### config.mk
export PLATFORM = sky130hd
export DESIGN_NAME = fetch_controller
export DESIGN_NICKNAME = d
export VERILOG_FILES = /design/src/rtl/fetch_pkg.sv /design/src/rtl/fetch_pc_reg.sv /design/src/rtl/fetch_controller.sv
export SDC_FILE = /design/constraint.sdc
export NUM_CORES = 1
export LEC_CHECK = 0
export CAP_MARGIN = 20
export CORE_UTILIZATION = 44
export DETAILED_ROUTE_END_ITERATION = 8
export PLACE_DENSITY_LB_ADDON = 0.05
export SYNTH_ARGS = -nofsm -noshare
export SYNTH_HDL_FRONTEND = slang
export SYNTH_HIERARCHICAL = 1
export SYNTH_SLANG_ARGS = --single-unit
### constraint.sdc
create_clock -name Clk -period 3.3 [get_ports Clk]
set_input_delay 0.99 -clock Clk [delete_from_list [all_inputs] [get_ports Clk]]
set_output_delay 0.99 -clock Clk [all_outputs]
set_load 0.01 [all_outputs]
### src/rtl/fetch_pkg.sv
// Shared state encoding, constants and IF/ID payload type for the instruction fetch controller.
package fetch_pkg;

    localparam int unsigned XLEN       = 32;
    localparam int unsigned WORD_BYTES = 4;
    localparam logic [XLEN-1:0] HALT_WORD_DEFAULT = 32'h0000_000C;

    typedef enum logic [1:0] {
        IDLE   = 2'd0,
        FETCH  = 2'd1,
        HALTED = 2'd2
    } fetch_state_e;

    typedef struct packed {
        logic [XLEN-1:0] instr;
        logic [XLEN-1:0] pc_plus4;
    } if_payload_t;

    // Byte address folded into the instruction memory span.
    function automatic logic [XLEN-1:0] pc_wrap(input logic [XLEN-1:0] addr,
                                                input logic [XLEN-1:0] span);
        return addr % span;
    endfunction

endpackage

### src/rtl/fetch_pc_reg.sv
// Program counter register: redirect mux plus sequential advance, both wrapped to the memory span.
module fetch_pc_reg
    import fetch_pkg::*;
#(
    parameter int unsigned     IMEM_WORDS = 1024,
    parameter logic [XLEN-1:0] RESET_PC   = 32'h0000_0000
) (
    input  logic            clk,
    input  logic            rst_n,
    input  logic            redirect,
    input  logic [XLEN-1:0] redirect_target,
    input  logic            advance,
    output logic [XLEN-1:0] pc
);

    localparam logic [XLEN-1:0] PC_SPAN = XLEN'(IMEM_WORDS * WORD_BYTES);

    logic [XLEN-1:0] pc_d;
    logic [XLEN-1:0] pc_q;

    // Redirect wins over sequential advance.
    always_comb begin
        pc_d = pc_q;
        if (redirect) begin
            pc_d = pc_wrap(redirect_target, PC_SPAN);
        end else if (advance) begin
            pc_d = pc_wrap(pc_q + XLEN'(WORD_BYTES), PC_SPAN);
        end
    end

    always_ff @(posedge clk or negedge rst_n) begin
        if (!rst_n) begin
            pc_q <= RESET_PC;
        end else begin
            pc_q <= pc_d;
        end
    end

    assign pc = pc_q;

endmodule

### src/rtl/fetch_controller.sv
// Instruction fetch sequencer: PC ownership, IF/ID valid/ready handoff, redirects, halt and fault.
// Optional performance counters are enabled with the FETCH_PERF_EN macro.
module fetch_controller
    import fetch_pkg::*;
#(
    parameter int unsigned IMEM_WORDS = 1024,
    parameter logic [31:0] RESET_PC   = 32'h0000_0000,
    parameter logic [31:0] HALT_WORD  = HALT_WORD_DEFAULT
) (
    input  logic        Clk,
    input  logic        Rst_n,
    input  logic        Start,
    input  logic        RedirectValid,
    input  logic [31:0] RedirectTarget,
    output logic [31:0] PcOut,
    input  logic [31:0] InstrIn,
    output logic        IfValid,
    input  logic        IfReady,
    output logic [31:0] IfInstr,
    output logic [31:0] IfPcPlus4,
    output logic        Halted,
    output logic        Fault
`ifdef FETCH_PERF_EN
    ,
    output logic [31:0] FetchCount,
    output logic [31:0] StallCount
`endif
);

    fetch_state_e state_d, state_q;
    if_payload_t  if_d, if_q;
    logic         if_valid_d, if_valid_q;
    logic         halted_d, halted_q;
    logic         fault_d, fault_q;
    logic         pc_redirect_c;
    logic         pc_advance_c;

    fetch_pc_reg #(
        .IMEM_WORDS (IMEM_WORDS),
        .RESET_PC   (RESET_PC)
    ) u_pc_reg (
        .clk             (Clk),
        .rst_n           (Rst_n),
        .redirect        (pc_redirect_c),
        .redirect_target (RedirectTarget),
        .advance         (pc_advance_c),
        .pc              (PcOut)
    );

    // Next-state and IF/ID register update.
    always_comb begin
        state_d       = state_q;
        if_d          = if_q;
        if_valid_d    = if_valid_q;
        halted_d      = halted_q;
        fault_d       = fault_q;
        pc_redirect_c = 1'b0;
        pc_advance_c  = 1'b0;

        unique case (state_q)
            IDLE: begin
                if (Start) begin
                    state_d = FETCH;
                end
            end
            FETCH: begin
                if (RedirectValid) begin
                    // A taken redirect always flushes the held word, accepted or not.
                    if_valid_d = 1'b0;
                    if (RedirectTarget[1:0] != 2'b00) begin
                        fault_d  = 1'b1;
                        halted_d = 1'b1;
                        state_d  = HALTED;
                    end else begin
                        pc_redirect_c = 1'b1;
                    end
                end else if (!if_valid_q || IfReady) begin
                    if_d.instr    = InstrIn;
                    if_d.pc_plus4 = PcOut + 32'(WORD_BYTES);
                    if_valid_d    = 1'b1;
                    if (InstrIn == HALT_WORD) begin
                        halted_d = 1'b1;
                        state_d  = HALTED;
                    end else begin
                        pc_advance_c = 1'b1;
                    end
                end
            end
            HALTED: begin
                if (if_valid_q && IfReady) begin
                    if_valid_d = 1'b0;
                end
            end
            default: begin
                state_d = IDLE;
            end
        endcase
    end

    always_ff @(posedge Clk or negedge Rst_n) begin
        if (!Rst_n) begin
            state_q    <= IDLE;
            if_q       <= '0;
            if_valid_q <= 1'b0;
            halted_q   <= 1'b0;
            fault_q    <= 1'b0;
        end else begin
            state_q    <= state_d;
            if_q       <= if_d;
            if_valid_q <= if_valid_d;
            halted_q   <= halted_d;
            fault_q    <= fault_d;
        end
    end

    assign IfValid   = if_valid_q;
    assign IfInstr   = if_q.instr;
    assign IfPcPlus4 = if_q.pc_plus4;
    assign Halted    = halted_q;
    assign Fault     = fault_q;

`ifdef FETCH_PERF_EN
    logic [31:0] fetch_cnt_d, fetch_cnt_q;
    logic [31:0] stall_cnt_d, stall_cnt_q;

    // Handoff and backpressure counters; both wrap naturally at 2^32.
    always_comb begin
        fetch_cnt_d = fetch_cnt_q;
        stall_cnt_d = stall_cnt_q;
        if (if_valid_q && IfReady) begin
            fetch_cnt_d = fetch_cnt_q + 32'd1;
        end
        if (if_valid_q && !IfReady) begin
            stall_cnt_d = stall_cnt_q + 32'd1;
        end
    end

    always_ff @(posedge Clk or negedge Rst_n) begin
        if (!Rst_n) begin
            fetch_cnt_q <= '0;
            stall_cnt_q <= '0;
        end else begin
            fetch_cnt_q <= fetch_cnt_d;
            stall_cnt_q <= stall_cnt_d;
        end
    end

    assign FetchCount = fetch_cnt_q;
    assign StallCount = stall_cnt_q;
`endif

endmodule

# --- Word level (Yosys, flattened, before mapping) ---
# Cells that the tools add are included.
classes:
  n_reduce_logical: 14
  n_addsub: 1
  eq_ne: 9
  n_mux: 23
  bitwise_logic: 2
ops:
  columns: ["cell", "n"]
  rows:
  - ["32-bit two-way mux", 2]
  - ["32-bit by 3-bit adder with 32-bit output (second input constant)", 1]
  - ["32-bit by 4-bit == test with 1-bit output (second input constant)", 1]
  - ["1-bit two-way mux", 14]
  - ["2-bit two-way mux", 5]
  - ["2-bit nonzero test", 5]
  - ["3-bit != test (second input constant)", 3]
  - ["3-bit AND reduction", 3]
  - ["2-bit one-hot mux with 3 select lines", 1]
  - ["5-bit AND reduction", 1]
  - ["2-bit != test (second input constant)", 2]
  - ["4-bit AND reduction", 1]
  - ["2-bit by 1-bit == test with 1-bit output (second input constant)", 1]
  - ["2-bit == test (second input constant)", 1]
  - ["2-bit logical NOT", 1]
  - ["2-bit by 1-bit != test with 1-bit output (second input constant)", 1]
  - ["1-bit inverter", 2]
  - ["1-bit one-hot mux with 2 select lines", 1]
  - ["1-bit logical AND", 1]
  - ["1-bit logical NOT", 1]
  - ["1-bit logical OR", 1]
word_totals:
  register_bits: 101
  inputBits: 69
  word_cells: 56

# --- Longest topological paths before layout ---
# Gate-level depths: netlist of the first run.
logic_depth:
  word_depth: 7
  depth_mapped: 10

# --- By module ---
# The synthesis of the first run kept the hierarchy.
by_module_without_submodules:
  columns: ["mod", "cells_per_inst", "instances", "area_each_um2"]
  rows:
  - ["fetch_controller", 290, 1, 3294.4]
  - ["fetch_pc_reg", 86, 1, 793.3]

# --- Worst setup path after synthesis of the first run ---
# OpenSTA, ideal clock, no wires.
synth_path:
  path_kind: "input to register"
  start: "in RedirectValid"
  end: "reg u_pc_reg.pc_q[8] (netlist: u_pc_reg/pc[8])"
  arrival_time_ns: 2.637
  stages: 8
  slack_ns: 0.594
  setup_ns: 0.069
  cell_sequence: "nor3_2 buf_2 buf_2 o21a_1 buf_4 nand2_1 or4_2 nand3_1"
synth_between:
  elab_chain_cells: 3
synth_rtl:
  columns: ["element", "line", "rtl"]
  rows:
  - ["start, declared", "fetch_controller.sv:13", "input logic RedirectValid,"]
  - ["1-bit two-way mux", "fetch_controller.sv:67", "if (RedirectValid) begin"]
  - ["1-bit two-way mux", "fetch_controller.sv:60", "unique case (state_q)"]
  - ["named net pc_advance_c", "fetch_controller.sv:36", "logic pc_advance_c;"]
  - ["2-bit nonzero test (no line)", null, null]
  - ["end signal, assigned", "fetch_pc_reg.sv:35", "pc_q <= pc_d;"]
  - ["end, declared", "fetch_pc_reg.sv:19", "logic [XLEN-1:0] pc_q;"]
# The timed path passes the listed nets, and every way through them passes these cells.
# A chain may end at the register's enable or synchronous reset.

# --- Final worst setup path of the first run ---
layout_path:
  start: "in IfReady"
  end: "reg u_pc_reg.pc_q[8] (netlist: u_pc_reg/pc[8])"
layout_between:
  elab_chain_cells: 5
layout_rtl:
  columns: ["element", "line", "rtl"]
  rows:
  - ["start, declared", "fetch_controller.sv:18", "input logic IfReady,"]
  - ["1-bit logical OR", "fetch_controller.sv:77", "end else if (!if_valid_q || IfReady) begin"]
  - ["1-bit two-way mux", "fetch_controller.sv:77", null]
  - ["1-bit two-way mux", "fetch_controller.sv:67", null]
  - ["1-bit two-way mux", "fetch_controller.sv:60", null]
  - ["named net pc_advance_c", "fetch_controller.sv:36", null]
  - ["2-bit nonzero test (no line)", null, null]
# The timed path passes the listed nets, and every way through them passes these cells.

==> impl_metrics.csv, run 1 <==
group,metric,value,unit
power_and_ir_drop,power.ir.vdd_worst,0.439,mV
routing,route.met2.wl,4880,um
timing,fin_skew,0.0104,ns
timing,setup_viol_count_final,0,
final_layout,final_core_util,63.6,%
hold_path,worstHoldPathType,"reg2reg",
synth,synth_enable_flop_cells,0,
clock_tree,clk_pin_slew,0.09,ns
clock_tree,worst_skew_pair.late_latency,0.35,ns
final_layout,insertedDiodeCount,0,
clock_tree,cts_hold_buf,0,
power_and_ir_drop,power_leakage,2.20,nW
timing,tns,0,ns
floorplanning,chipWidth,98.4,um
global_route,grt_first_pass_wirelength,15900,um
timing,drv_slew,0,
clock_tree,cts-root-buf,"sky130_fd_sc_hd__clkbuf_8",
clock_tree,cts.sink_count,81,
synth,synth_seq_cells,81,
power_and_ir_drop,powerDensity,865,mW/mm^2
worst_setup_path,criticalPathCategory,"in2reg",
final_layout,final_common_cell,"sky130_fd_sc_hd__clkdlybuf4s50_1",
routing,drt_pre_antenna_iters,9,
final_layout,mostFrequentLayoutCells,"126 x sky130_fd_sc_hd__clkdlybuf4s50_1, 81 x sky130_fd_sc_hd__dfrtp_1, 38 x sky130_fd_sc_hd__nor2_1, 37 x sky130_fd_sc_hd__mux2_2, 27 x sky130_fd_sc_hd__a21oi_1",
routing,wl,9740,um
job,max-cap-violations,0,
global_route,grt_overflow,0,
synth,synth_largest_type_area_fraction,49.6,%
worst_setup_path,setup.reg_to_reg.worst_slack,1.07,ns
floorplanning,die_boundary_height,98.4,um
routing,detailroute.wirelength.met3,748,um
synth,yosysWarnings,6,
synth,syn_area_per_cell,10.9,sq um
routing,drt-initial-drc-count,184,
floorplanning,io-pin-count,168,
synth,synthTopCellsByArea,"sky130_fd_sc_hd__dfrtp_1 50%, sky130_fd_sc_hd__mux2_2 10%, sky130_fd_sc_hd__xor2_1 4.9%",
routing,m1WireLength,4010,um
floorplanning,core_area,0.00885,sq mm
status,failing_checks,"design-rule violations",
global_route,antenna_violations_before_repair,0,
clock_tree,postCtsSetupBuffers,0,
routing,wl_per_cell,15.7,um
placement,io_buffer_count,127,
status,outcome,"finished with violations",
timing,post-route-min-period,2.73,ns
synth,synthArstFlopShare,100,%
synth,synth.lib_cells_used.distinct,46,
worst_setup_path,cp-start-kind,"input port",
final_layout,finish.net_count,577,
worst_setup_path,worst_ep_arrival_time,3.02,ns
worst_setup_path,worst-path-max-fanout,7,
timing,final_number_of_hold_violating_endpoints,0,
synth,seq_area_frac_synth,49.6,%
clock_tree,tritoncts,"built",
clock_tree,clock_h_tree_levels,3,
global_route,grt_pass1_vias,3250,
synth,synth_area_leader_cell,"sky130_fd_sc_hd__dfrtp_1",
placement,finalWeightedCongestion,0.800,
worst_setup_path,cp-end-kind,"register",
clock_tree,max-clock-path-buffers,2,
timing,rsz0062_at_grt,"no",
floorplanning,fp.dieArea,0.00968,sq mm
floorplanning,rows,34,
timing,achievable-frequency,0.366,GHz
final_layout,areaGrowthSynthToFinish,37.6,%
routing,detail-route-antenna-nets,0,
final_layout,drive_gt1_share,15.1,%
floorplanning,initial_core_util,46.2,%
routing,top_signal_layer_used,"met4",
routing,detail_route.drc_violations,4,
global_route,grt_use_total,21.0,%
routing,drt-vias-per-instance,5.32,
synth,synth_top_flop_cell,"sky130_fd_sc_hd__dfrtp_1",
placement,detailedPlacementHpwl,7210,um
global_route,grt_start_max_net_pins,93,
clock_tree,ctsResizeCount,0,
synth,cell_area_synth,0.00409,sq mm
timing,timing.final.crit_share,82.8,%
worst_setup_path,crit_required,3.59,ns
routing,vias,3295,
synth,number_of_standard_cells_after_synthesis,376,
clock_tree,cts-buffers-inserted,9,
[critical path, stage by stage]
cell                              delay, ns
sky130_fd_sc_hd__clkdlybuf4s50_1       0.51
sky130_fd_sc_hd__nor2_1                0.09
sky130_fd_sc_hd__nor3_4                0.17
sky130_fd_sc_hd__o21a_1                0.35
sky130_fd_sc_hd__nand2_1               0.19
sky130_fd_sc_hd__or4_2                 0.62
sky130_fd_sc_hd__nand3_1               0.10
[power breakdown]
group / switching, mW / internal (mW) / leakage, nW
Clock: 0.388 / 0.358 / 0.0977
Combinational: 0.980 / 1.31 / 1.17
Sequential: 0.356 / 1.47 / 0.933
Total: 1.73 / 3.14 / 2.20
[state kept, by name, indices dropped and copies added (netlist names)]
register     count
IfInstr         32
IfPcPlus4       32
u_pc_reg/pc     12
state_q          2
Fault            1
Halted           1
IfValid          1
[synth_stat cells, types with 2 or more instances]
library cell,count
sky130_fd_sc_hd__dfrtp_1,81
sky130_fd_sc_hd__nor2_1,38
sky130_fd_sc_hd__mux2_2,37
sky130_fd_sc_hd__a21oi_1,27
sky130_fd_sc_hd__nand3_1,24
sky130_fd_sc_hd__buf_4,23
sky130_fd_sc_hd__xor2_1,23
sky130_fd_sc_hd__nand2_1,19
sky130_fd_sc_hd__nand4_1,14
sky130_fd_sc_hd__xnor2_1,9
sky130_fd_sc_hd__buf_2,8
sky130_fd_sc_hd__nor4_1,7
sky130_fd_sc_hd__o21ai_0,7
sky130_fd_sc_hd__inv_1,5
sky130_fd_sc_hd__nand4_4,4
sky130_fd_sc_hd__or4_1,4
sky130_fd_sc_hd__nor3_1,3
sky130_fd_sc_hd__o211ai_1,3
sky130_fd_sc_hd__a21oi_2,2
sky130_fd_sc_hd__and2_1,2
sky130_fd_sc_hd__and3_1,2
sky130_fd_sc_hd__and4_1,2
sky130_fd_sc_hd__clkbuf_1,2
sky130_fd_sc_hd__ha_1,2
sky130_fd_sc_hd__mux2i_1,2
sky130_fd_sc_hd__nor2b_1,2
sky130_fd_sc_hd__nor3_2,2
sky130_fd_sc_hd__nor4_4,2
sky130_fd_sc_hd__nor4b_1,2
sky130_fd_sc_hd__or2_2,2
[path summary, 6_finish.rpt]
path | depth (start not counted) | end | start
hold reg to reg | 1 | Fault | Fault
max in group asynchronous | 2 | IfInstr[26] | Rst_n
setup / recovery | 7 | u_pc_reg/pc[8] | IfReady
min in group asynchronous | 1 | IfPcPlus4[14] | Rst_n
hold / removal | 1 | Fault | Fault
setup reg to reg | 6 | u_pc_reg/pc[8] | state_q[1]
[cells by family after synthesis]
logic type	synth area share, %
buffers and inverters	5.97
xor gates and xnor gates	6.86
muxes	10.7
other	0.0917
and+or+nand+nor	19.6
DFF	49.6
AOI/OAI and AO/OA	6.64
adders and majority gates	0.612
[cell type report]
class	instances	area, sq um
tap	108	135
multi-input combinational	275	1890
inverter	5	18.8
sequential	81	2030
clock inverter	7	78.8
clock buffer	9	124
timing repair buffer	134	1350
fill	752	3220
[stage by stage]
stage               setup WS (ns)  cells  hold slack (ns)  area [sq um]  total power, mW
detailed placement          0.209    603            0.460          5420             4.15
global route                0.474    619            0.503          5620             5.19
floorplan                   0.594    395            0.511          4160             2.90
CTS                         0.585    619            0.483          5620             4.92
finish                      0.569    619            0.478          5620             4.86
global placement            0.226    603            0.459          5420             4.10
[layer usage]
metal	global-route usage, %	up-vias
met3	7.95	8
met4	6.08	0
met5	0	-
met2	35.7	107
li1	-	1567
met1	24.8	1613
Note: power is estimated with default switching activity, not from simulation.
==> inputs of run 2 (changes only) <==
clock period = 2.73 ns   (was 3.3 ns; I/O delays follow)
==> impl_metrics.csv, run 2 (same netlist as run 1, synthesis figures left out) <==
group,metric,value,unit
status,outcome,"finished with violations",
status,failing_checks,"design-rule violations",
worst_setup_path,crit_required,2.99,ns
routing,drt-initial-drc-count,143,
worst_setup_path,worst_ep_arrival_time,2.73,ns
worst_setup_path,crit_chain,"clkdlybuf4s50_1, nor4b_1, nand4_1, o21a_1, nand2_1, or4_1, a31oi_1",
worst_setup_path,setup.reg_to_reg.worst_slack,0.57,ns
floorplanning,core_area,0.00885,sq mm
routing,drt-vias-per-instance,5.18,
timing,timing.final.crit_share,90.3,%
placement,detailedPlacementHpwl,7100,um
clock_tree,ctsResizeCount,0,
worst_setup_path,worst-path-max-fanout,7,
global_route,grt_overflow,0,
clock_tree,worst_skew_pair.late_latency,0.34,ns
placement,io_buffer_count,127,
power_and_ir_drop,power_total,6.02,mW
routing,detail-route-antenna-nets,0,
worst_setup_path,ff2ff_path_depth,6,
floorplanning,io-pin-count,168,
timing,drv_slew,0,
final_layout,drive_gt1_share,16.7,%
timing,final_number_of_hold_violating_endpoints,0,
clock_tree,cts_hold_buf,0,
final_layout,final_common_cell,"sky130_fd_sc_hd__clkdlybuf4s50_1",
worst_setup_path,path_delay_family,"simple AND/OR/NAND/NOR gates",
floorplanning,rows,34,
global_route,grt_first_pass_wirelength,16100,um
worst_setup_path,critical_path.reg2reg.startpoint,"state_q[1]",
worst_setup_path,cp-end-kind,"register",
routing,vias,3258,
hold_path,worstHoldPathType,"in2async",
worst_setup_path,slowest_stage,"sky130_fd_sc_hd__or4_1",
placement,finalWeightedCongestion,0.817,
job,max-cap-violations,0,
final_layout,insertedDiodeCount,0,
timing,achievable-frequency,0.406,GHz
global_route,grt_use_total,21.1,%
routing,wl_per_cell,15.5,um
clock_tree,postCtsSetupBuffers,0,
global_route,antenna_violations_before_repair,0,
worst_setup_path,crit_path_max_incr_delay,0.52,ns
worst_setup_path,cp-start-kind,"input port",
clock_tree,cts.sink_count,81,
final_layout,areaGrowthSynthToFinish,39.7,%
timing,rsz0062_at_grt,"no",
routing,wl,9750,um
final_layout,final_core_util,64.5,%
worst_setup_path,criticalPathCategory,"in2reg",
final_layout,filler_cell_count,747,
routing,detail_route.drc_violations,5,
global_route,grt_pass1_vias,3251,
final_layout,finish.net_count,587,
power_and_ir_drop,power_leakage,2.26,nW
floorplanning,chipWidth,98.4,um
clock_tree,tritoncts,"built",
worst_setup_path,crit-reg2reg-capture,"u_pc_reg/pc[10]",
global_route,grt_start_max_net_pins,61,
final_layout,mostFrequentLayoutCells,"126 x sky130_fd_sc_hd__clkdlybuf4s50_1, 81 x sky130_fd_sc_hd__dfrtp_1, 38 x sky130_fd_sc_hd__nor2_1, 37 x sky130_fd_sc_hd__mux2_2, 27 x sky130_fd_sc_hd__a21oi_1",
power_and_ir_drop,power.ir.vdd_worst,0.566,mV
floorplanning,die_boundary_height,98.4,um
final_layout,area.sequential,0.00203,sq mm
timing,fin_skew,0.00841,ns
floorplanning,fp.dieArea,0.00968,sq mm
power_and_ir_drop,powerDensity,1050,mW/mm^2
final_layout,multiInputGateArea,0.00189,sq mm
timing,post-route-min-period,2.46,ns
timing,max_slew_margin,51.8,%
timing,setup_viol_count_final,0,
clock_tree,clk_pin_slew,0.09,ns
clock_tree,cts-root-buf,"sky130_fd_sc_hd__clkbuf_8",
clock_tree,cts-buffers-inserted,9,
clock_tree,clock_h_tree_levels,3,
clock_tree,max-clock-path-buffers,2,
worst_setup_path,crit_buf_inv,1,
routing,drt_pre_antenna_iters,6,
timing,worst_slew_pin_slew,0.723,ns
floorplanning,initial_core_util,46.2,%
==> run 2: cell count changes in the layout (fill, tap and decap cells not counted), sizes merged <==
cell / change
buf: +10
bufinv: +1
clkinvlp: -2
inv: +1
==> run 2: cell type report <==
cell class / instances / share of cell area [%]
flip-flops and latches: 81 / 35.5
multi-input cells: 275 / 33.2
repair buffers: 144 / 24.7
well taps: 108 / 2.37
clock buffers: 9 / 2.17
clock inverters: 7 / 1.78
inverters: 5 / 0.329
==> run 2: how the worst max path moves through the flow <==
stage / from / end / slack (ns) / cells past startpoint
after floorplan: RedirectValid / u_pc_reg/pc[8] / 0.19 / 8
after global placement: InstrIn[3] / u_pc_reg/pc[8] / -0.09 / 7
after detailed placement: InstrIn[2] / u_pc_reg/pc[10] / -0.08 / 7
after CTS: InstrIn[2] / u_pc_reg/pc[10] / 0.28 / 7
after global routing: InstrIn[3] / u_pc_reg/pc[10] / 0.16 / 7
final: InstrIn[2] / u_pc_reg/pc[10] / 0.27 / 7
==> run 2: per-stage QoR <==
step           hold WS, ns  instance area, sq um  cells  setup slack (ns)  setup TNS (ns)
6_report             0.406                  5710    629             0.266               0
3_3_place_gp         0.459                  5480    613           -0.0886          -0.435
5_1_grt              0.424                  5710    629             0.160               0
4_1_cts              0.408                  5710    629             0.276               0
2_1_floorplan        0.511                  4160    395             0.195               0
3_5_place_dp         0.466                  5480    613           -0.0835          -0.521
==> run 2: power breakdown <==
group / internal, mW / switching [mW]
combinational: 1.61 / 1.23
clock: 0.529 / 0.476
sequential: 1.78 / 0.392
total: 3.92 / 2.10
==> run 2: per-layer routing <==
| metal | vias to the layer above | part of all wire [%] | track usage (%) | wire length [um] |
|---|---|---|---|---|
| li1 | 1592 | - | - | - |
| met1 | 1557 | 44 | 26.8 | 4270 |
| met2 | 102 | 48 | 34.9 | 4700 |
| met3 | 7 | 7.2 | 6.16 | 706 |
| met4 | 0 | 0.73 | 6.54 | 71 |
| met5 | - | 0 | 0 | 0 |
==> run 2: worst register-to-register path: stages, from the launching register on <==
cell	delay [ns]
sky130_fd_sc_hd__dfrtp_1	0.45
sky130_fd_sc_hd__nand2b_1	0.25
sky130_fd_sc_hd__nor3_4	0.19
sky130_fd_sc_hd__o21a_1	0.31
sky130_fd_sc_hd__nand2_1	0.18
sky130_fd_sc_hd__or4_1	0.52
sky130_fd_sc_hd__a31oi_1	0.18
==> inputs of run 3 (changes only) <==
CORE_UTILIZATION = 60   (was 44)
DONT_BUFFER_PORTS = 1   (was unset)
GPL_TIMING_DRIVEN = 0   (was unset)
clock period = 2.5 ns   (was 2.73 ns; I/O delays follow)
==> impl_metrics.csv, run 3 (same netlist as run 1, synthesis figures left out) <==
group,metric,value,unit
status,outcome,"finished with violations",
status,failing_checks,"design-rule violations",
power_and_ir_drop,seq_power_share,54.9,%
floorplanning,die_boundary_height,84.5,um
placement,io_buffer_count,0,
timing,drv_slew,0,
clock_tree,tritoncts,"built",
placement,dp_slack,-0.305,ns
routing,wl,8790,um
placement,detailedPlacementHpwl,6490,um
power_and_ir_drop,power_leakage,1.85,nW
worst_setup_path,cp-start-kind,"register",
placement,finalWeightedCongestion,0.800,
clock_tree,max-clock-path-buffers,2,
routing,detail-route-antenna-nets,0,
final_layout,drive_gt1_share,24.6,%
worst_setup_path,cp-end-kind,"register",
final_layout,finish.net_count,477,
clock_tree,clk_pin_slew,0.08,ns
power_and_ir_drop,power.ir.vdd_worst,0.807,mV
power_and_ir_drop,pwr-share-clk,20.5,%
final_layout,areaGrowthSynthToFinish,10.1,%
clock_tree,cts.sink_count,81,
routing,drt_pre_antenna_iters,6,
final_layout,insertedDiodeCount,0,
power_and_ir_drop,powerDensity,1180,mW/mm^2
power_and_ir_drop,power_total,5.30,mW
timing,post-route-min-period,2.37,ns
routing,wl_per_cell,18.0,um
routing,drt-initial-drc-count,164,
job,max-cap-violations,0,
clock_tree,worst_skew_pair.late_latency,0.36,ns
final_layout,final_common_cell,"sky130_fd_sc_hd__dfrtp_1",
worst_setup_path,crit_path_start,"state_q[1]",
timing,final_number_of_hold_violating_endpoints,0,
routing,vias,2847,
clock_tree,clock_h_tree_levels,3,
clock_tree,cts-root-buf,"sky130_fd_sc_hd__clkbuf_8",
worst_setup_path,worst-path-max-fanout,19,
floorplanning,fp.dieArea,0.00715,sq mm
floorplanning,initial_core_util,63.3,%
timing,achievable-frequency,0.422,GHz
power_and_ir_drop,power_report.internal_total,3.20,mW
routing,drt-vias-per-instance,5.83,
floorplanning,chipWidth,84.5,um
floorplanning,rows,29,
timing,max_slew_margin,61.7,%
power_and_ir_drop,netSwitchingPower,2.09,mW
power_and_ir_drop,power_switching_share,39.5,%
timing,fin_skew,0.0103,ns
timing,timing.final.ws_setup,0.130,ns
global_route,grt_start_max_net_pins,82,
worst_setup_path,critical_path.reg2reg.startpoint,"state_q[1]",
global_route,grt_first_pass_wirelength,14400,um
final_layout,final_core_util,69.7,%
placement,post_placement_cell_count,472,
timing,timing.final.crit_share,94.8,%
routing,detail_route.drc_violations,18,
global_route,grt_overflow,0,
final_layout,final_cell_count_no_fill,488,
timing,setup_viol_count_final,0,
worst_setup_path,worst_ep_arrival_time,2.66,ns
floorplanning,io-pin-count,168,
global_route,grt_use_total,25.8,%
worst_setup_path,crit_required,2.79,ns
global_route,grt_pass1_vias,3014,
hold_path,worstHoldPathType,"in2async",
worst_setup_path,criticalPathCategory,"reg2reg",
global_route,antenna_violations_before_repair,0,
timing,worst_slew_pin_slew,0.574,ns
clock_tree,cts-buffers-inserted,9,
floorplanning,core_area,0.00646,sq mm
timing,tns,0,ns
power_and_ir_drop,part_of_the_power_in_combinational_logic,24.6,%
final_layout,mostFrequentLayoutCells,"81 x sky130_fd_sc_hd__dfrtp_1, 38 x sky130_fd_sc_hd__nor2_1, 37 x sky130_fd_sc_hd__mux2_2, 27 x sky130_fd_sc_hd__a21oi_1",
## run 3: changes by cell type in the layout (fill, tap and decap cells not counted), sizes merged
| cell | delta |
|---|---|
| inv | -1 |
| clkinv | +1 |
| buf | +13 |
| clkdlybuf4s50 | -126 |
| clkbuf | +3 |
## run 3: per-stage QoR
step | hold slack [ns] | area (sq um)
2_1_floorplan | 0.454 | 4160
5_1_grt | 0.0687 | 4500
3_5_place_dp | 0.456 | 4260
4_1_cts | 0.0663 | 4480
3_3_place_gp | 0.456 | 4260
6_report | 0.0789 | 4500
## run 3: routing by layer
layer	GRT usage (%)	up-vias	share of wire, %
met3	9.14	17	8.6
met5	0	-	0
met4	10.2	0	1.8
li1	-	1355	-
met1	29.8	1361	39
met2	44.1	114	51
## run 3: final timing paths
| check | slack, ns | cells after the start | end |
|---|---|---|---|
| worst max-delay path | 0.13 | 8 | u_pc_reg/pc[8] |
| worst min-delay path | 0.08 | 0 | IfPcPlus4[14] |
| worst max register to register | 0.13 | 8 | u_pc_reg/pc[8] |
| worst min register to register | 0.56 | 1 | Fault |
| max in group asynchronous | 2.30 | 0 | IfInstr[14] |
| min in group Clk | 0.49 | 1 | IfValid |
## run 3: cell type report
class / instances / area (sq um)
Clock buffer: 9 / 124
Timing Repair Buffer: 1 / 7.51
Fill cell: 491 / 1960
Tap cell: 77 / 96.3
Inverter: 5 / 18.8
Clock inverter: 7 / 103
Multi-Input combinational cell: 275 / 1890
Buffer: 33 / 230
Sequential cell: 81 / 2030
## run 3: power by group through the flow
stage	combinational (mW)	clock (mW)	sequential, mW
4_1_cts	1.28	1.10	2.92
5_1_grt	1.46	1.14	3.01
6_report	1.30	1.09	2.91
3_3_place_gp	1.22	0	2.92
2_1_floorplan	1.10	0	2.73
3_5_place_dp	1.28	0	2.93
## run 3: timing repair
item | 4_1_cts | 5_1_grt
gates cloned | 0 | 0
setup buffers | 0 | 1
gates resized for setup | 1 | 3
pin swaps | 0 | 1
hold buffers | 0 | 0
endpoints found under the setup margin | 5 | 2
## run 3: worst max-delay path, stage by stage, from the launching register on
cell and delay (ns):
sky130_fd_sc_hd__dfrtp_1 0.44, sky130_fd_sc_hd__nand2b_1 0.24, sky130_fd_sc_hd__nor3_4 0.27, sky130_fd_sc_hd__buf_8 0.20, sky130_fd_sc_hd__o21a_1 0.14, sky130_fd_sc_hd__buf_4 0.15, sky130_fd_sc_hd__nand2_1 0.14, sky130_fd_sc_hd__or4_2 0.63
sky130_fd_sc_hd__nand3_1 0.10
==> variant 1 (config.mk and constraints of run 1) <==
The option `FETCH_PERF_EN` is turned on by a define.
--- a/src/rtl/fetch_controller.sv
+++ b/src/rtl/fetch_controller.sv
@@ -1,5 +1,7 @@
 // Instruction fetch sequencer: PC ownership, IF/ID valid/ready handoff, redirects, halt and fault.
 // Optional performance counters are enabled with the FETCH_PERF_EN macro.
+`define FETCH_PERF_EN
+
 module fetch_controller
     import fetch_pkg::*;
 #(
Check against the original RTL (old outputs only; new: FetchCount and StallCount): equivalent (Yosys induction, for registers that start in step).
==> variant 1 against run 1 <==
- the flow now finishes without violations
- power up 44%
- final area is 70% higher
- worst hold slack got worse by 0.011 ns
- via count grew 77%
- area after synthesis increased by 68%
- sequential cell count up 64
- sequential power increased by 51%
- fmax is 7.2% lower
- core utilization shrank 0.66 points
- worst setup slack worse by 0.21 ns
- routed wire length is 76% higher
- non-clock buffer count up 77
==> variant 1: results (changes against run 1) <==
Status:
- Status: finished, final reports clean (was complete, but fails checks).

Power and ir drop:
- The static leakage is 3.98 nW (was 2.20 nW).
- The power consumption is 6.98 mW (was 4.86 mW).
- The part of the total power dissipated in sequential elements came to 39.6% (was 37.5%).
- The internal power contribution is 4.73 mW (was 3.14 mW).
- The combinational gate power is 2.40 mW (was 2.29 mW).

Timing:
- The worst hold margin came to 0.467 ns (was 0.478 ns).
- The worst clock skew is 0.00757 ns (was 0.0104 ns).

Critical path:
- The maximum fanout along the worst path is 6 (was 7).
- The delay of the slowest critical-path stage came to 0.46 ns (was 0.62 ns).
- The launch point of the critical path was RedirectValid (was IfReady).
- The worst-path cell with the longest stage delay is sky130_fd_sc_hd__or3b_2 (was sky130_fd_sc_hd__or4_2).
- The reg2reg setup slack is 0.89 ns (was 1.07 ns).

Place:
- The port buffer count was 191 (was 127).
- The worst slack after detailed placement was -0.0589 ns (was 0.209 ns).
- The area of placed instances is 9000 µm² (was 5420 µm²).
- The final HPWL from detailed placement is 12.4 mm (was 7.21 mm).

Clock network:
- The cell at the root of the clock tree is sky130_fd_sc_hd__clkbuf_16 (was sky130_fd_sc_hd__clkbuf_8).
- The latest clock arrival within the worst-skew pair was 0.42 ns (was 0.35 ns).

GRT:
- The global-route track usage on met1 came to 27.8% (was 24.8%).
- The met2 usage in global routing is 36.6% (was 35.7%).

Synthesis:
- The number of instances in the synthesized netlist is 705 (was 376).
- The synthesized-area fraction occupied by adder cells is 0.728% (was 0.612%).
- The multiplexer share of the synthesized area is 0.800% (was 10.7%).
- List of most frequent post-synthesis cells: 153 x sky130_fd_sc_hd__nand2_1, 145 x sky130_fd_sc_hd__dfrtp_1, 59 x sky130_fd_sc_hd__xnor2_1 (was 81 x sky130_fd_sc_hd__dfrtp_1, 38 x sky130_fd_sc_hd__nor2_1, 37 x sky130_fd_sc_hd__mux2_2).
- Area contributors post-synth: sky130_fd_sc_hd__dfrtp_1 53%, sky130_fd_sc_hd__nand2_1 8.4%, sky130_fd_sc_hd__xnor2_1 7.5% (was sky130_fd_sc_hd__dfrtp_1 50%, sky130_fd_sc_hd__mux2_2 10%, sky130_fd_sc_hd__xor2_1 4.9%).

Layout:
- The share of layout cells above drive strength 1 came to 7.42% (was 15.1%).

Min path:
- The critical hold path startpoint is Halted (was Fault).
- The endpoint of the worst hold-timing path is Halted (was Fault).

Detailed routing:
- The total met3 wirelength after detailed routing is 931 µm (was 748 µm).
- The detailed-routing iteration count for the pre-antenna-repair pass is 5 (was 9).
- The average via count per standard cell came to 5.27 (was 5.32).
- The sum of met2 wire segment lengths after detailed routing was 8.38 mm (was 4.88 mm).
- The post-detailed-routing wire length is 17.2 mm (was 9.74 mm).
[variant 1: cell types whose count changed after synthesis, moves of 10 or more]
cell	run 1	this run
sky130_fd_sc_hd__nand2_1	19	153
sky130_fd_sc_hd__o31ai_1	1	11
sky130_fd_sc_hd__and3_1	2	13
sky130_fd_sc_hd__o21ai_0	7	27
sky130_fd_sc_hd__nand4_1	14	44
sky130_fd_sc_hd__a31oi_1	1	19
sky130_fd_sc_hd__xnor2_1	9	59
sky130_fd_sc_hd__dfrtp_1	81	145
sky130_fd_sc_hd__mux2_2	37	4
sky130_fd_sc_hd__clkbuf_1	2	24
sky130_fd_sc_hd__nand3_1	24	39
sky130_fd_sc_hd__a21oi_1	27	1
[variant 1: area by class of cell]
type                       instances  area [µm²]  area share, %
clock inverter                     5        50.0          0.523
timing repair buffer             211        2090           21.8
tap                              188         235           2.46
inverter                          11        41.3          0.432
multi-input combinational        517        3010           31.4
clock buffer                      27         513           5.37
sequential                       145        3630           37.9
==> variant 2 (settings of run 1) <==
Made on the original files. Add an input register stage for `RedirectTarget`, without a reset; this delays it by one clock. The other inputs are not delayed to match.
--- a/src/rtl/fetch_controller.sv
+++ b/src/rtl/fetch_controller.sv
@@ -27,6 +27,12 @@
 `endif
 );
 
+    logic [31:0] RedirectTarget_q;
+
+    always_ff @(posedge Clk) begin
+        RedirectTarget_q <= RedirectTarget;
+    end
+
     fetch_state_e state_d, state_q;
     if_payload_t  if_d, if_q;
     logic         if_valid_d, if_valid_q;
@@ -42,7 +48,7 @@
         .clk             (Clk),
         .rst_n           (Rst_n),
         .redirect        (pc_redirect_c),
-        .redirect_target (RedirectTarget),
+        .redirect_target (RedirectTarget_q),
         .advance         (pc_advance_c),
         .pc              (PcOut)
     );
@@ -67,7 +73,7 @@
                 if (RedirectValid) begin
                     // A taken redirect always flushes the held word, accepted or not.
                     if_valid_d = 1'b0;
-                    if (RedirectTarget[1:0] != 2'b00) begin
+                    if (RedirectTarget_q[1:0] != 2'b00) begin
                         fault_d  = 1'b1;
                         halted_d = 1'b1;
                         state_d  = HALTED;
Behaviour: not the same (Yosys sat finds a counterexample within 4 cycles, from zero or initial values and one cycle with Rst_n low).
==> variant 2 against run 1 <==
- routed wire length is 11% higher
- final area up 5.5%
- count of clock-buffer cells in the layout increased by 2
- core utilization decreased by 0.25 points
- via count rose by 15%
- fmax decreased by 5.2%
- sequential cell count rose by 12
- first-iteration DRC count fell by 29%
- synthesized cell count grew 27%
- worst setup slack worse by 0.15 ns
- area after synthesis up 5.5%
- critical path type unchanged
- highest routed layer unchanged
Power is not compared: it rests on default switching activity, and its combinational part moved more than twofold at a synthesized area within 25%.
==> variant 2: results (changes against run 1) <==
Detailed routing:
- The detailed-routing iteration count for the pre-antenna-repair pass is 6 (was 9).
- The count of routing violations after the opening detailed-route iteration is 130 (was 184).
- The post-detailed-routing wire length is 10.8 mm (was 9.74 mm).

Clock network:
- The clock slew at the register clock pins of the worst setup and hold paths is 0.09 ns (about the same).
- The count of instances resized after the clock tree is built is 0 (unchanged).
- The total number of H-tree levels is 3 (unchanged).

GRT:
- The global-route track usage on met1 is 29.7% (was 24.8%).
- The global-route wire length before repair is 17.6 mm (was 15.9 mm).
- The met3 routing resource usage after global routing is 4.09% (was 7.95%).
- The number of global-route vias before repair came to 3640 (was 3250).
- The met2 usage in global routing came to 36.0% (was 35.7%).
- The maximum number of pins on one net before global-route repair came to 82 (was 93).
- The initial antenna violation count is 0 (unchanged).

Place:
- The final estimated routing congestion in global placement is 0.804 (was 0.800).
- The worst slack after detailed placement is 0.0739 ns (was 0.209 ns).
- The final HPWL from detailed placement came to 7.56 mm (was 7.21 mm).

Layout:
- The number of filler instances in the final layout came to 825 (was 752).
- The final net count is 676 (was 577).
- The share of layout cells above drive strength 1 is 6.23% (was 15.1%).
- The number of diodes added for antenna fixing is 0 (unchanged).

Critical path:
- The reg2reg setup slack is 1.04 ns (was 1.07 ns).
- The maximum fanout along the worst path was 4 (was 7).
- The cell class contributing the biggest share of worst-path delay was simple AND/OR/NAND/NOR gates (unchanged).
- The arrival time reported for the critical path endpoint is 3.17 ns (was 3.02 ns).

Min path:
- The worst min-delay path category is reg2reg (unchanged).

Timing:
- The worst hold margin is 0.450 ns (was 0.478 ns).
- The final worst setup slack is 0.419 ns (was 0.569 ns).
- The worst clock skew is 0.0156 ns (was 0.0104 ns).

Status:
- Status: finished, final reports clean (was complete, but fails checks).
-- variant 2: per-layer routing --
metal	part of all wire (%)	vias to the layer above
met1	46	1781
met2	47	120
li1	-	1869
met5	0	-
met4	1.2	0
met3	6.1	12
-- variant 2: worst register-to-register path, stage by stage, from the launching register on --
cell and delay [ns]:
sky130_fd_sc_hd__dfrtp_1 0.43, sky130_fd_sc_hd__or3b_1 0.41, sky130_fd_sc_hd__or2_2 0.29, sky130_fd_sc_hd__nor2_1 0.19
sky130_fd_sc_hd__nand2_1 0.15, sky130_fd_sc_hd__or4_2 0.62, sky130_fd_sc_hd__nand3_1 0.11
-- variant 2: worst paths after layout --
kind | cells past startpoint | from | to
worst max-delay path | 7 | RedirectValid | u_pc_reg/pc[8]
worst min-delay path | 2 | RedirectTarget_q[4] | u_pc_reg/pc[4]
worst max register to register | 6 | state_q[1] | u_pc_reg/pc[8]
worst min register to register | 2 | RedirectTarget_q[4] | u_pc_reg/pc[4]
max in group asynchronous | 2 | Rst_n | IfInstr[16]
min in group asynchronous | 1 | Rst_n | IfInstr[9]
-- variant 2: area by class of cell --
class                      count  area, µm²  share of cell area (%)
clock buffer                  11        141                    2.38
tap                          129        161                    2.72
timing repair buffer         138       1380                    23.3
clock inverter                 5       85.1                    1.43
sequential                    93       2270                    38.2
multi-input combinational    356       1870                    31.5
inverter                       7       26.3                   0.443
-- variant 2: report_power, final --
part | total (mW) | internal, mW | switching, mW | leakage, nW
combinational | 0.136 | 0.0650 | 0.0707 | 1.20
sequential | 1.15 | 1.14 | 0.00291 | 1.23
clock | 0.856 | 0.451 | 0.405 | 0.110
-- variant 2: metrics by stage --
step | utilization [%] | area [µm²] | cells | total power [mW]
finish | 63.3 | 5930 | 739 | 2.14
global route | 63.3 | 5930 | 739 | 2.22
CTS | 63.0 | 5910 | 738 | 2.15
detailed placement | 60.6 | 5680 | 722 | 1.30
global placement | 60.6 | 5680 | 722 | 1.29
floorplan | - | 4380 | 497 | 1.23
